<file path="config.mk">
export PLATFORM = sky130hd
export DESIGN_NAME = tanh_stream_ctrl
export DESIGN_NICKNAME = d
export VERILOG_FILES = /design/src/rtl/tanh_stream_ctrl.sv
export SDC_FILE = /design/constraint.sdc
export NUM_CORES = 1
export LEC_CHECK = 0
export BUFFER_PORTS_ARGS = -buffer_cell sky130_fd_sc_hd__buf_2
export CORE_ASPECT_RATIO = 1.75
export CORE_UTILIZATION = 48
export CTS_BUF_LIST = sky130_fd_sc_hd__clkbuf_4 sky130_fd_sc_hd__clkbuf_8
export CTS_CLUSTER_SIZE = 10
export DETAILED_ROUTE_END_ITERATION = 16
export PLACE_DENSITY = 0.73
export SLEW_MARGIN = 20
export SYNTH_ARGS = -nofsm -noshare
export SYNTH_HDL_FRONTEND = slang
export SYNTH_SLANG_ARGS = --single-unit
</file>
<file path="constraint.sdc">
create_clock -name clk -period 5.26 [get_ports clk]
set_input_delay 0.263 -clock clk [delete_from_list [all_inputs] [get_ports clk]]
set_output_delay 0.263 -clock clk [all_outputs]
set_load 0.05 [all_outputs]
</file>
<file path="src/rtl/tanh_stream_ctrl.sv">
// Valid/ready stream wrapper around the fixed-latency tanh_FPsingle core, with credit-based
// output FIFO. Optional macro TANH_NAN_PASS_EN replaces NaN results by the canonical quiet NaN.
module tanh_stream_ctrl #(
    parameter int CORE_LAT   = 4,
    parameter int FIFO_DEPTH = 8
) (
    input  logic        clk,
    input  logic        rst,
    input  logic        s_valid,
    output logic        s_ready,
    input  logic [31:0] s_data,
    output logic [31:0] core_in,
    output logic        core_enable,
    input  logic [31:0] core_out,
    output logic        m_valid,
    input  logic        m_ready,
    output logic [31:0] m_data,
    output logic        busy
);

    localparam int AW = $clog2(FIFO_DEPTH);
    localparam int CW = AW + 1;
    localparam logic [CW-1:0] DEPTH_C = CW'(FIFO_DEPTH);

    logic                en;
    logic [CORE_LAT-1:0] vld;
    logic [CW-1:0]       occ;
    logic [CW-1:0]       fifo_count;
    logic [AW-1:0]       wr_ptr;
    logic [AW-1:0]       rd_ptr;
    logic [31:0]         mem [FIFO_DEPTH];
    logic                accept;
    logic                push;
    logic                pop;
    logic [31:0]         push_data;

    assign s_ready     = en && (occ < DEPTH_C);
    assign accept      = s_valid && s_ready;
    assign core_in     = accept ? s_data : '0;
    assign core_enable = en;
    assign push        = vld[CORE_LAT-1];
    assign m_valid     = (fifo_count != '0);
    assign pop         = m_valid && m_ready;
    assign m_data      = m_valid ? mem[rd_ptr] : '0;
    assign busy        = (occ != '0);

`ifdef TANH_NAN_PASS_EN
    logic [CORE_LAT-1:0] nan_line;
    logic                s_is_nan;

    assign s_is_nan  = (s_data[30:23] == 8'hFF) && (s_data[22:0] != '0);
    assign push_data = nan_line[CORE_LAT-1] ? 32'h7FC0_0000 : core_out;

    always_ff @(posedge clk or posedge rst) begin
        if (rst) begin
            nan_line <= '0;
        end else begin
            nan_line[0] <= accept && s_is_nan;
            for (int unsigned i = 1; i < CORE_LAT; i++) nan_line[i] <= nan_line[i-1];
        end
    end
`else
    assign push_data = core_out;
`endif

    // vld mirrors the core pipeline: the core itself never stalls and has no reset
    always_ff @(posedge clk or posedge rst) begin
        if (rst) begin
            en  <= 1'b0;
            vld <= '0;
        end else begin
            en     <= 1'b1;
            vld[0] <= accept;
            for (int unsigned i = 1; i < CORE_LAT; i++) vld[i] <= vld[i-1];
        end
    end

    // occ counts every sample from accept to pop, so a push always finds room
    always_ff @(posedge clk or posedge rst) begin
        if (rst) begin
            occ <= '0;
        end else begin
            unique case ({accept, pop})
                2'b10:   occ <= occ + 1'b1;
                2'b01:   occ <= occ - 1'b1;
                default: occ <= occ;
            endcase
        end
    end

    always_ff @(posedge clk or posedge rst) begin
        if (rst) begin
            fifo_count <= '0;
            wr_ptr     <= '0;
            rd_ptr     <= '0;
        end else begin
            if (push) wr_ptr <= wr_ptr + 1'b1;
            if (pop)  rd_ptr <= rd_ptr + 1'b1;
            unique case ({push, pop})
                2'b10:   fifo_count <= fifo_count + 1'b1;
                2'b01:   fifo_count <= fifo_count - 1'b1;
                default: fifo_count <= fifo_count;
            endcase
        end
    end

    always_ff @(posedge clk) begin
        if (push) mem[wr_ptr] <= push_data;
    end

endmodule

</file>
* Yosys cells after proc, flatten, opt, wreduce, memory -nomap -nowiden
Memory sizes are Yosys's and may differ from the RTL's.
Cells that the tools add are included.
** Storage, ports and cells
- Register bits :: 19
- Bits in latches :: 0
- RAM bits :: 256
- Memory bits (read-only) :: 0
- Input bits :: 68
- Output and inout port bits :: 68
- Logic and storage cells :: 31
- Memories kept :: 1
** Operators by class
- $add $sub $neg :: 6
- Multiply operators :: 0
- Divide/modulo/power cells :: 0
- Magnitude comparators :: 1
- Eq/ne operators :: 4
- Shifts and indexed selects :: 0
- Muxes and demuxes :: 6
- Bitwise operators :: 0
- Reductions and logical operators :: 7
** Memory list
- mem :: words 8, bits a word 32, read ports 1, clocked after Yosys merged registers in 0, write ports 1, line 31 : logic [31:0] mem [FIFO_DEPTH];
** Operator list (count)
- $mux 32 :: 2
- $pmux 4 s2 :: 2
- $add 4x1->4 const B :: 2
- $reduce_bool 4->1 :: 2
- $sub 4x1->4 const B :: 2
- $add 3x1->3 const B :: 2
- $eq 2x1->1 const B :: 2
- $eq 2x2->1 const B :: 2
- $lt 4x4->1 const B :: 1
- $reduce_bool 2->1 :: 2
- $logic_and 1x1->1 :: 3
- $mux 1 :: 2

* Depth between registers and ports, before layout
Gate-level depths: netlist of run 1.
- Depth after elaboration :: 5
- Mapped depth :: 10
- Mapped depth without buffers :: 9

* Worst setup path before layout of run 1
No wires, ideal clock.
- Path type :: register -> register
- Start point :: reg wr_ptr[0]
- End point :: mem mem[0][0], enable pin
- Library setup time :: 461 ps
- Data arrival time :: 2798 ps
- Data required time :: 4799 ps
- Slack :: 2001 ps
- Cell stages (with the launch flop) :: 3
- Path buffers :: 0
- Clock period less this slack :: 3259 ps
- Path through :: dfrtp_1 -> nand2b_1 -> nor3_1
** RTL lines
- from (decl) :: line 29 : logic [AW-1:0] wr_ptr;
- from (signal assigned) :: line 97 : if (push) wr_ptr <= wr_ptr + 1'b1;
- to (decl) :: line 31
Straight into the memory's write port.

* Worst setup path in the final report of run 1
- Start point :: reg rd_ptr[1]
- End point :: out m_data[1]
** Between the ends
- Longest elaborated chain between the ends :: 2
** RTL lines
- from (decl) :: line 30 : logic [AW-1:0] rd_ptr;
- from (signal assigned) :: line 98 : if (pop) rd_ptr <= rd_ptr + 1'b1;
- $mem_v2 8x32
- $mux 32 :: line 44 : assign m_data = m_valid ? mem[rd_ptr] : '0;
- to (decl) :: line 17 : output logic [31:0] m_data,
No other way between the ends.

==> flow_summary.json, run 1 <==
{
  "status": "finished, final reports clean",
  "post-synth-top-area-fraction_pct": 70.7,
  "initial_core_util_pct": 49.0,
  "timing.critical_path.from": "rd_ptr[1]",
  "setup_tns_ps": 0,
  "place_inst": 926,
  "commonest_cells_in_the_netlist": "sky130_fd_sc_hd__edfxtp_1 (256), sky130_fd_sc_hd__mux4_2 (64), sky130_fd_sc_hd__a22o_1 (32), sky130_fd_sc_hd__and3_1 (32), sky130_fd_sc_hd__dfrtp_1 (19)",
  "timing_max_transition_violations_final": 0,
  "cp_top_family": "flip-flops",
  "initialDrtViolationCount": 436,
  "grt.met1_usage_pct": 23.5,
  "power_density_nw_per_um2": 554,
  "syn-mean-instance-area_um2": 21.2,
  "port_buffers": 135,
  "setup_clock_skew_after_layout_ps": 27.3,
  "clk_root_buffer_cell": "sky130_fd_sc_hd__clkbuf_8",
  "route.detailed.vias_per_inst": 5.59,
  "global_route.peak_usage_layer": "met2",
  "max_stage_delay_ps": 940,
  "chipWidth_um": 116,
  "num-nets-final": 770,
  "post_synth_main_area_contributors": "sky130_fd_sc_hd__edfxtp_1 (71%), sky130_fd_sc_hd__mux4_2 (13%), sky130_fd_sc_hd__dfrtp_1 (4.4%), sky130_fd_sc_hd__a22o_1 (2.6%), sky130_fd_sc_hd__and3_1 (1.8%)",
  "ys_ff_latch": 275,
  "max-slew-margin-rel_pct": 28.2,
  "cts_tree": "built",
  "worstSetupPathDepth": 4,
  "design.portCount": 136,
  "hold_violations": 0,
  "drt_first_pass_iters": 4,
  "postCtsSetupBuffers": 0,
  "yosysMostFrequentCell": "sky130_fd_sc_hd__edfxtp_1",
  "syn_area_um2": 10900,
  "async_flop_share_pct": 6.91,
  "cellLeakagePower_nw": 4.68,
  "ys_seq_area_share_pct": 75.1,
  "timing.critical_path.cells": "buf_4 > mux4_2 > a22o_1 > buf_2",
  "cp-endpoint": "m_data[1]",
  "vdd_ir_drop_max_mv": 0.250,
  "grt_setup_unrepaired": "no",
  "count_of_distinct_cell_types_in_the_synthesized_netlist": 36,
  "setup_violations": 0,
  "worst_hold_check_path_type": "input port to register",
  "holdCritStartpoint": "core_out[1]",
  "finalWeightedCongestion": 0.914,
  "grt_pass1_wl_mm": 33.9,
  "setup.worst_path.start_class": "register",
  "worst-r2r-setup-slack_ps": 2450,
  "hpwl_mm": 13.1,
  "vias": 5695,
  "met2_usage_grt_pct": 35.3,
  "grt_max_degree": 53,
  "path_class": "register to output port",
  "worst_ep_arrival_time_ps": 2950,
  "final.period_utilization_pct": 61.1,
  "clkSinkCount": 275,
  "cap_viol_max_count": 0,
  "reg2reg_from": "fifo_count[0]",
  "syn_inst": 513,
  "numCtsBuffers": 38,
  "final.min_clock_period_ps": 3210,
  "slowest_stage": "sky130_fd_sc_hd__dfrtp_2",
  "final_layout_size_suffix_gt1_share_pct": 40.9,
  "dieHeight_um": 201,
  "grt.met3_usage_pct": 3.56,
  "synth_flop_cell": "sky130_fd_sc_hd__edfxtp_1",
  "worstMarginPinSlew_ps": 1070,
  "grt_antenna_before_repair": 2,
  "filler_cell_count": 1644,
  "fmax_mhz": 311,
  "crit_path_end_kind": "output port",
  "fp.dieArea_um2": 23300,
  "path_buf_inv": 2,
  "cp.required_ps": 5000,
  "gr-usage-all-layers_pct": 19.9,
  "worstSkewPairLatency_ps": 540,
  "route.detailed.wl_per_inst_um": 21.5,
  "first_global_vias": 6204,
  "ys_warn_count": 0,
  "core_um2": 22200,
  "htree_num_levels": 2,
  "critical_path.reg2reg.endpoint": "fifo_count[3]",
  "post-route-drc-count": 0,
  "wl_mm": 21.9,
  "synth_top_area_cell": "sky130_fd_sc_hd__edfxtp_1",
  "crit_fanout": 36,
  "rr_worst_depth": 7,
  "finalPower_mw": 7.16,
  "placementRows": 72,
  "final_antenna_net_count": 0,
  "grt_overflow_total": 0,
  "synth_enable_flop_cells": 256,
  "cts.path.max_buffers": 3,
  "synth_nets": 589,
  "instances_no_fill": 1019,
  "syn2layout_area_growth_pct": 19.0,
  "cts.clk_slew.worst_paths_ps": 60
}
==> worst min-delay path by stage <==
stage          slack (ps)          end  cells after the start
6_report               10    mem[3][1]                      1
5_1_grt                 5   mem[0][20]                      1
4_1_cts               0.5   mem[1][24]                      1
3_5_place_dp          340       vld[3]                      0
3_3_place_gp          330       vld[1]                      0
2_1_floorplan         210  core_enable                      1
==> per-stage QoR <==
stage / worst slack (ps) / hold slack [ps] / util (%) / area (µm²)
3_5_place_dp: 2340 / 339 / 53.6 / 11900
5_1_grt: 1900 / 4.72 / 58.3 / 12900
3_3_place_gp: 2350 / 333 / 53.6 / 11900
6_report: 2050 / 14.6 / 58.3 / 12900
4_1_cts: 1750 / 0.540 / 58.2 / 12900
2_1_floorplan: 2000 / 214 / - / 10900
==> final cells by class <==
type                       count  area (µm²)  area share, %
antenna                        1        2.50         0.0194
clock buffer                  56         683           5.28
clock inverter                12         106          0.823
inverter                       8        30.0          0.232
multi-input combinational    199        2540           19.6
sequential                   275        8170           63.2
tap                          296         370           2.86
timing repair buffer         172        1030           7.97
==> placed cells by master, fill, tap and decap left out, types with 4 or more instances in the layout <==
| master | count |
|---|---|
| sky130_fd_sc_hd__a22o_1 | 32 |
| sky130_fd_sc_hd__and3_1 | 32 |
| sky130_fd_sc_hd__buf_2 | 135 |
| sky130_fd_sc_hd__buf_4 | 13 |
| sky130_fd_sc_hd__clkbuf_4 | 14 |
| sky130_fd_sc_hd__clkbuf_8 | 42 |
| sky130_fd_sc_hd__clkinv_1 | 5 |
| sky130_fd_sc_hd__clkinv_2 | 4 |
| sky130_fd_sc_hd__dfrtp_1 | 17 |
| sky130_fd_sc_hd__dlygate4sd3_1 | 23 |
| sky130_fd_sc_hd__edfxtp_1 | 256 |
| sky130_fd_sc_hd__ha_1 | 8 |
| sky130_fd_sc_hd__inv_1 | 8 |
| sky130_fd_sc_hd__mux2_2 | 4 |
| sky130_fd_sc_hd__mux4_2 | 64 |
| sky130_fd_sc_hd__nand2_1 | 4 |
| sky130_fd_sc_hd__nor2_4 | 6 |
| sky130_fd_sc_hd__xnor2_1 | 7 |
==> flip-flops by register name, indices dropped and copies added (netlist names) <==
register     flops
wr_ptr           3
rd_ptr           3
fifo_count       4
core_enable      1
vld              4
mem            256
occ              4
==> cells by family after synthesis <==
logic type	Yosys count	synth area share, %
AO/OA/AOI/OAI	44	3.43
XOR/XNOR	10	0.806
adder cells (fa/ha/maj)	8	0.921
buffers and inverters	39	2.05
flip-flops	275	75.1
multiplexers	70	13.9
other	1	0.0345
AND/OR/NAND/NOR	66	3.80
==> layer usage <==
layer | vias up | share of wire (%)
met2 | 218 | 55
li1 | 2497 | -
met3 | 45 | 5.1
met4 | 2 | 2.7
met5 | - | 0.046
met1 | 2933 | 38
==> power breakdown <==
group | switching (mW) | internal [mW] | total, mW
logic | 1.70 | 0.989 | 2.69
registers | 0.209 | 2.58 | 2.79
clock network | 0.753 | 0.933 | 1.69
total | 2.66 | 4.50 | 7.16
==> repair_timing <==
item | CTS | global route
hold buffers | 23 | 0
gates resized for setup | 0 | 0
hold endpoints to repair | 159 | 0
Note: power is estimated with default switching activity, not from simulation.
==> inputs of run 2 (changes only) <==
Settings changed: PLACE_DENSITY 0.73 to 0.76.
Clock period 5.26 ns to 2.9 ns, I/O delays scaled along.
==> flow_summary.json, run 2 (synthesis results as in run 1) <==
{
  "grt_overflow_total": 0,
  "setup_tns_ps": 0,
  "route.detailed.vias_per_inst": 5.61,
  "path_buf_inv": 1,
  "dieHeight_um": 201,
  "largest_register_ffs": 256,
  "setup.worst_path.start_class": "register",
  "netSwitchingFraction_pct": 37.7,
  "vias": 5724,
  "slowest_stage": "sky130_fd_sc_hd__or4b_2",
  "internal_power_mw": 7.93,
  "grt_pass1_wl_mm": 33.6,
  "design.portCount": 136,
  "path_class": "register to register",
  "timing_max_transition_violations_final": 0,
  "port_buffers": 135,
  "numCtsBuffers": 36,
  "hpwl_mm": 12.5,
  "setup_violations": 0,
  "wl_mm": 21.9,
  "vdd_ir_drop_max_mv": 0.607,
  "multi_input_gate_area_in_the_final_layout_um2": 2560,
  "fp.dieArea_um2": 23300,
  "layout.cells.most_common": "sky130_fd_sc_hd__edfxtp_1",
  "power.net_switching_mw": 4.80,
  "grt_max_degree": 43,
  "max-slew-margin-rel_pct": 33.7,
  "worstSkewPairLatency_ps": 530,
  "max_stage_delay_ps": 690,
  "post-route-drc-count": 0,
  "htree_num_levels": 2,
  "cts_tree": "built",
  "cp_top_family": "simple AND/OR/NAND/NOR gates",
  "final.min_clock_period_ps": 2780,
  "final_antenna_net_count": 0,
  "seq_area_um2": 8170,
  "clkSinkCount": 275,
  "fmax_mhz": 359,
  "most_frequent_cells_in_the_layout": "sky130_fd_sc_hd__edfxtp_1 (256), sky130_fd_sc_hd__buf_2 (135), sky130_fd_sc_hd__mux4_2 (64), sky130_fd_sc_hd__clkbuf_8 (37), sky130_fd_sc_hd__dlygate4sd3_1 (34)",
  "worstMarginPinSlew_ps": 990,
  "final.period_utilization_pct": 96.0,
  "hold_violations": 0,
  "postCtsSetupBuffers": 0,
  "finalWeightedCongestion": 0.871,
  "initial_core_util_pct": 49.0,
  "diode_count": 0,
  "setup_clock_skew_after_layout_ps": 19.9,
  "route.detailed.wl_per_inst_um": 21.5,
  "final_cell_area_um2": 13000,
  "share_seq_of_total_power_pct": 38.9,
  "grt_setup_unrepaired": "no",
  "cap_viol_max_count": 0,
  "worst_hold_check_path_type": "input port to register",
  "share_clk_of_total_power_pct": 21.3,
  "drt_first_pass_iters": 4,
  "core_um2": 22200,
  "cellLeakagePower_nw": 4.67,
  "top_register": "mem",
  "initialDrtViolationCount": 433,
  "clk_root_buffer_cell": "sky130_fd_sc_hd__clkbuf_8",
  "worst_ep_arrival_time_ps": 3230,
  "power_density_nw_per_um2": 980,
  "timing.critical_path.cells": "or4_4 > nand2_1 > inv_1 > ha_1 > or4b_2 > a21o_1 > o221ai_1",
  "cts.path.max_buffers": 3,
  "cts.clk_slew.worst_paths_ps": 70,
  "final_layout_size_suffix_gt1_share_pct": 39.4,
  "grt_antenna_before_repair": 0,
  "cp.required_ps": 3350,
  "syn2layout_area_growth_pct": 19.5,
  "filler_cell_count": 1653,
  "postPlaceCellArea_um2": 12000,
  "crit_path_end_kind": "register",
  "status": "finished, final reports clean",
  "chipWidth_um": 116,
  "gr-usage-all-layers_pct": 19.9,
  "crit_fanout": 8,
  "num-nets-final": 780,
  "first_global_vias": 6240,
  "power.combinational.fraction_pct": 39.7,
  "placementRows": 72
}
==> run 2: changes by cell type in the layout (fill, tap and decap cells not counted), sizes merged <==
cell,before,now
diode,1,0
dlygate4sd3,23,34
clkinvlp,1,2
bufinv,2,1
clkbuf,56,49
nor2b,4,5
clkinv,9,6
==> run 2: stage by stage <==
stage | hold slack (ps) | power, mW | instances | setup slack, ps | utilization [%]
3_5_place_dp | 321 | 10.1 | 927 | 188 | 54.0
3_3_place_gp | 292 | 9.96 | 927 | 289 | 54.0
2_1_floorplan | 96.1 | 8.98 | 513 | 160 | -
5_1_grt | 95.6 | 13.3 | 1020 | 9.55 | 58.6
4_1_cts | 54.2 | 12.8 | 1019 | 9.12 | 58.6
6_report | 79.2 | 12.7 | 1020 | 116 | 58.6
==> run 2: final cells by class <==
| type | instances | area share, % |
|---|---|---|
| inverter | 8 | 0.231 |
| timing repair buffer | 183 | 9.21 |
| sequential | 275 | 62.9 |
| clock buffer | 49 | 4.61 |
| clock inverter | 9 | 0.520 |
| tap | 296 | 2.85 |
| multi-input combinational | 200 | 19.7 |
==> run 2: repair_timing <==
action,CTS,global route
setup endpoints to repair,0,27
hold buffers,34,0
endpoints found under the hold margin,277,0
gates resized for setup,0,0
==> run 2: path summary, 6_finish.rpt <==
kind | from | slack [ps] | cells after the start | to
setup / recovery | fifo_count[0] | 120 | 7 | occ[3]
hold reg to reg | vld[2] | 350 | 0 | vld[3]
max in group asynchronous | rst | 2070 | 3 | rd_ptr[0]
setup reg to reg | fifo_count[0] | 120 | 7 | occ[3]
hold / removal | s_valid | 80 | 2 | vld[0]
min in group asynchronous | rst | 280 | 3 | fifo_count[3]
==> run 2: power groups by stage <==
| stage | clock (mW) | sequential (mW) | combinational [mW] |
|---|---|---|---|
| after global placement | 0 | 5.00 | 4.96 |
| final | 2.71 | 4.96 | 5.06 |
| after floorplan | 0 | 4.91 | 4.07 |
| after detailed placement | 0 | 5.03 | 5.08 |
| after CTS | 2.77 | 4.95 | 5.12 |
| after global routing | 2.91 | 4.99 | 5.36 |
==> run 2: per-layer routing <==
layer	up-vias	global-route usage, %	share of wire, %
met1	2950	22.6	36
li1	2517	-	-
met2	221	36.2	56
met4	0	7.97	2.3
met5	-	0	0
met3	36	3.50	5.9
==> inputs of run 3 (changes only) <==
Settings changed: CTS_BUF_LIST sky130_fd_sc_hd__clkbuf_4 sky130_fd_sc_hd__clkbuf_8 to sky130_fd_sc_hd__clkbuf_8 sky130_fd_sc_hd__clkbuf_16.
==> flow_summary.json, run 3 (synthesis results as in run 1) <==
{
  "status": "finished, final reports clean",
  "drt_first_pass_iters": 5,
  "num-nets-final": 775,
  "final_layout_size_suffix_gt1_share_pct": 37.6,
  "numCtsBuffers": 31,
  "cap_viol_max_count": 0,
  "final_core_utilization_pct": 59.4,
  "grt_overflow_total": 0,
  "path_class": "register to register",
  "worstMarginPinSlew_ps": 1040,
  "worst_hold_check_path_type": "input port to register",
  "diode_count": 0,
  "design.portCount": 136,
  "syn2layout_area_growth_pct": 21.2,
  "route.detailed.vias_per_inst": 5.66,
  "gr-usage-all-layers_pct": 20.0,
  "cp.required_ps": 3350,
  "htree_num_levels": 1,
  "filler_cell_count": 1626,
  "cp_top_family": "simple AND/OR/NAND/NOR gates",
  "grt_pass1_wl_mm": 34.1,
  "top_register": "mem",
  "dieHeight_um": 201,
  "cts.clk_slew.worst_paths_ps": 60,
  "port_buffers": 135,
  "most_frequent_cells_in_the_layout": "sky130_fd_sc_hd__edfxtp_1 (256), sky130_fd_sc_hd__buf_2 (135), sky130_fd_sc_hd__mux4_2 (64), sky130_fd_sc_hd__dlygate4sd3_1 (34)",
  "crit_fanout": 8,
  "worstSkewPairLatency_ps": 530,
  "clk_root_buffer_cell": "sky130_fd_sc_hd__clkbuf_16",
  "chipWidth_um": 116,
  "cts_tree": "built",
  "core_um2": 22200,
  "grt_antenna_before_repair": 0,
  "fmax_mhz": 359,
  "setup_violations": 0,
  "hpwl_mm": 12.5,
  "path_buf_inv": 1,
  "worst-r2r-setup-slack_ps": 120,
  "initial_core_util_pct": 49.0,
  "timing.critical_path.cells": "or4_4 > nand2_1 > inv_1 > ha_1 > or4b_2 > a21o_1 > o221ai_1",
  "postCtsSetupBuffers": 0,
  "largest_register_ffs": 256,
  "first_global_vias": 6204,
  "fin_ws_ps": 118,
  "layout.cells.most_common": "sky130_fd_sc_hd__edfxtp_1",
  "max-slew-margin-rel_pct": 30.5,
  "setup_clock_skew_after_layout_ps": 7.69,
  "fp.dieArea_um2": 23300,
  "postPlaceCellArea_um2": 12000,
  "vdd_ir_drop_max_mv": 0.608,
  "final_cell_area_um2": 13200,
  "grt_max_degree": 43,
  "cts.path.max_buffers": 3,
  "post-route-drc-count": 0,
  "finalWeightedCongestion": 0.871,
  "hold_violations": 0,
  "final.min_clock_period_ps": 2780,
  "worst_ep_arrival_time_ps": 3230,
  "final.period_utilization_pct": 95.9,
  "placementRows": 72,
  "pre_cts_slack_ps": 188,
  "setup.worst_path.start_class": "register",
  "power_density_nw_per_um2": 1010,
  "cellLeakagePower_nw": 4.78,
  "final_antenna_net_count": 0,
  "slowest_stage": "sky130_fd_sc_hd__or4b_2",
  "wl_mm": 22.2,
  "route.detailed.wl_per_inst_um": 22.1,
  "clkSinkCount": 275,
  "vias": 5695,
  "max_stage_delay_ps": 690,
  "initialDrtViolationCount": 380,
  "timing_max_transition_violations_final": 0,
  "crit_path_end_kind": "register"
}
## run 3: area by class of cell
type                    count  area [µm²]  area share, %
repair buffers            183        1200           9.14
inverters                   8        30.0          0.228
multi-input cells         200        2560           19.4
clock buffers              32         790           5.99
well taps                 296         370           2.81
flip-flops and latches    275        8170           62.0
clock inverters            12        51.3          0.389
## run 3: worst paths after layout
path,depth (start not counted),start,endpoint
min reg2reg,0,vld[2],vld[3]
max in group asynchronous,3,rst,rd_ptr[0]
min in group asynchronous,3,rst,occ[1]
max reg2reg,7,fifo_count[1],occ[3]
max,7,fifo_count[1],occ[3]
min,2,s_valid,vld[0]
## run 3: report_power, final
| part | switching [mW] | internal [mW] | total, mW |
|---|---|---|---|
| registers | 0.275 | 4.69 | 4.96 |
| clock network | 1.37 | 1.91 | 3.28 |
| logic | 3.24 | 1.84 | 5.09 |
## run 3: routing by layer
layer / up-vias / wire length (µm) / global-route usage [%]
li1: 2499 / - / -
met1: 2923 / 8310 / 24.0
met2: 237 / 12100 / 35.8
met3: 36 / 1310 / 3.77
met4: 0 / 510 / 6.55
met5: - / 0 / 0
## run 3: what timing repair did
| action | in CTS | in global routing |
|---|---|---|
| resized for setup | 0 | 1 |
| hold buffers | 34 | 0 |
| hold endpoints to repair | 277 | 0 |
| endpoints found under the setup margin | 0 | 20 |
## run 3: through the flow
| stage | power (mW) | hold slack, ps | TNS (ps) | cells |
|---|---|---|---|---|
| 2_1_floorplan | 8.98 | 96.1 | 0 | 513 |
| 3_3_place_gp | 9.96 | 292 | 0 | 927 |
| 3_5_place_dp | 10.1 | 321 | 0 | 927 |
| 4_1_cts | 13.4 | 67.3 | 0 | 1005 |
| 5_1_grt | 13.9 | 103 | -0.930 | 1006 |
| 6_report | 13.3 | 81.1 | 0 | 1006 |
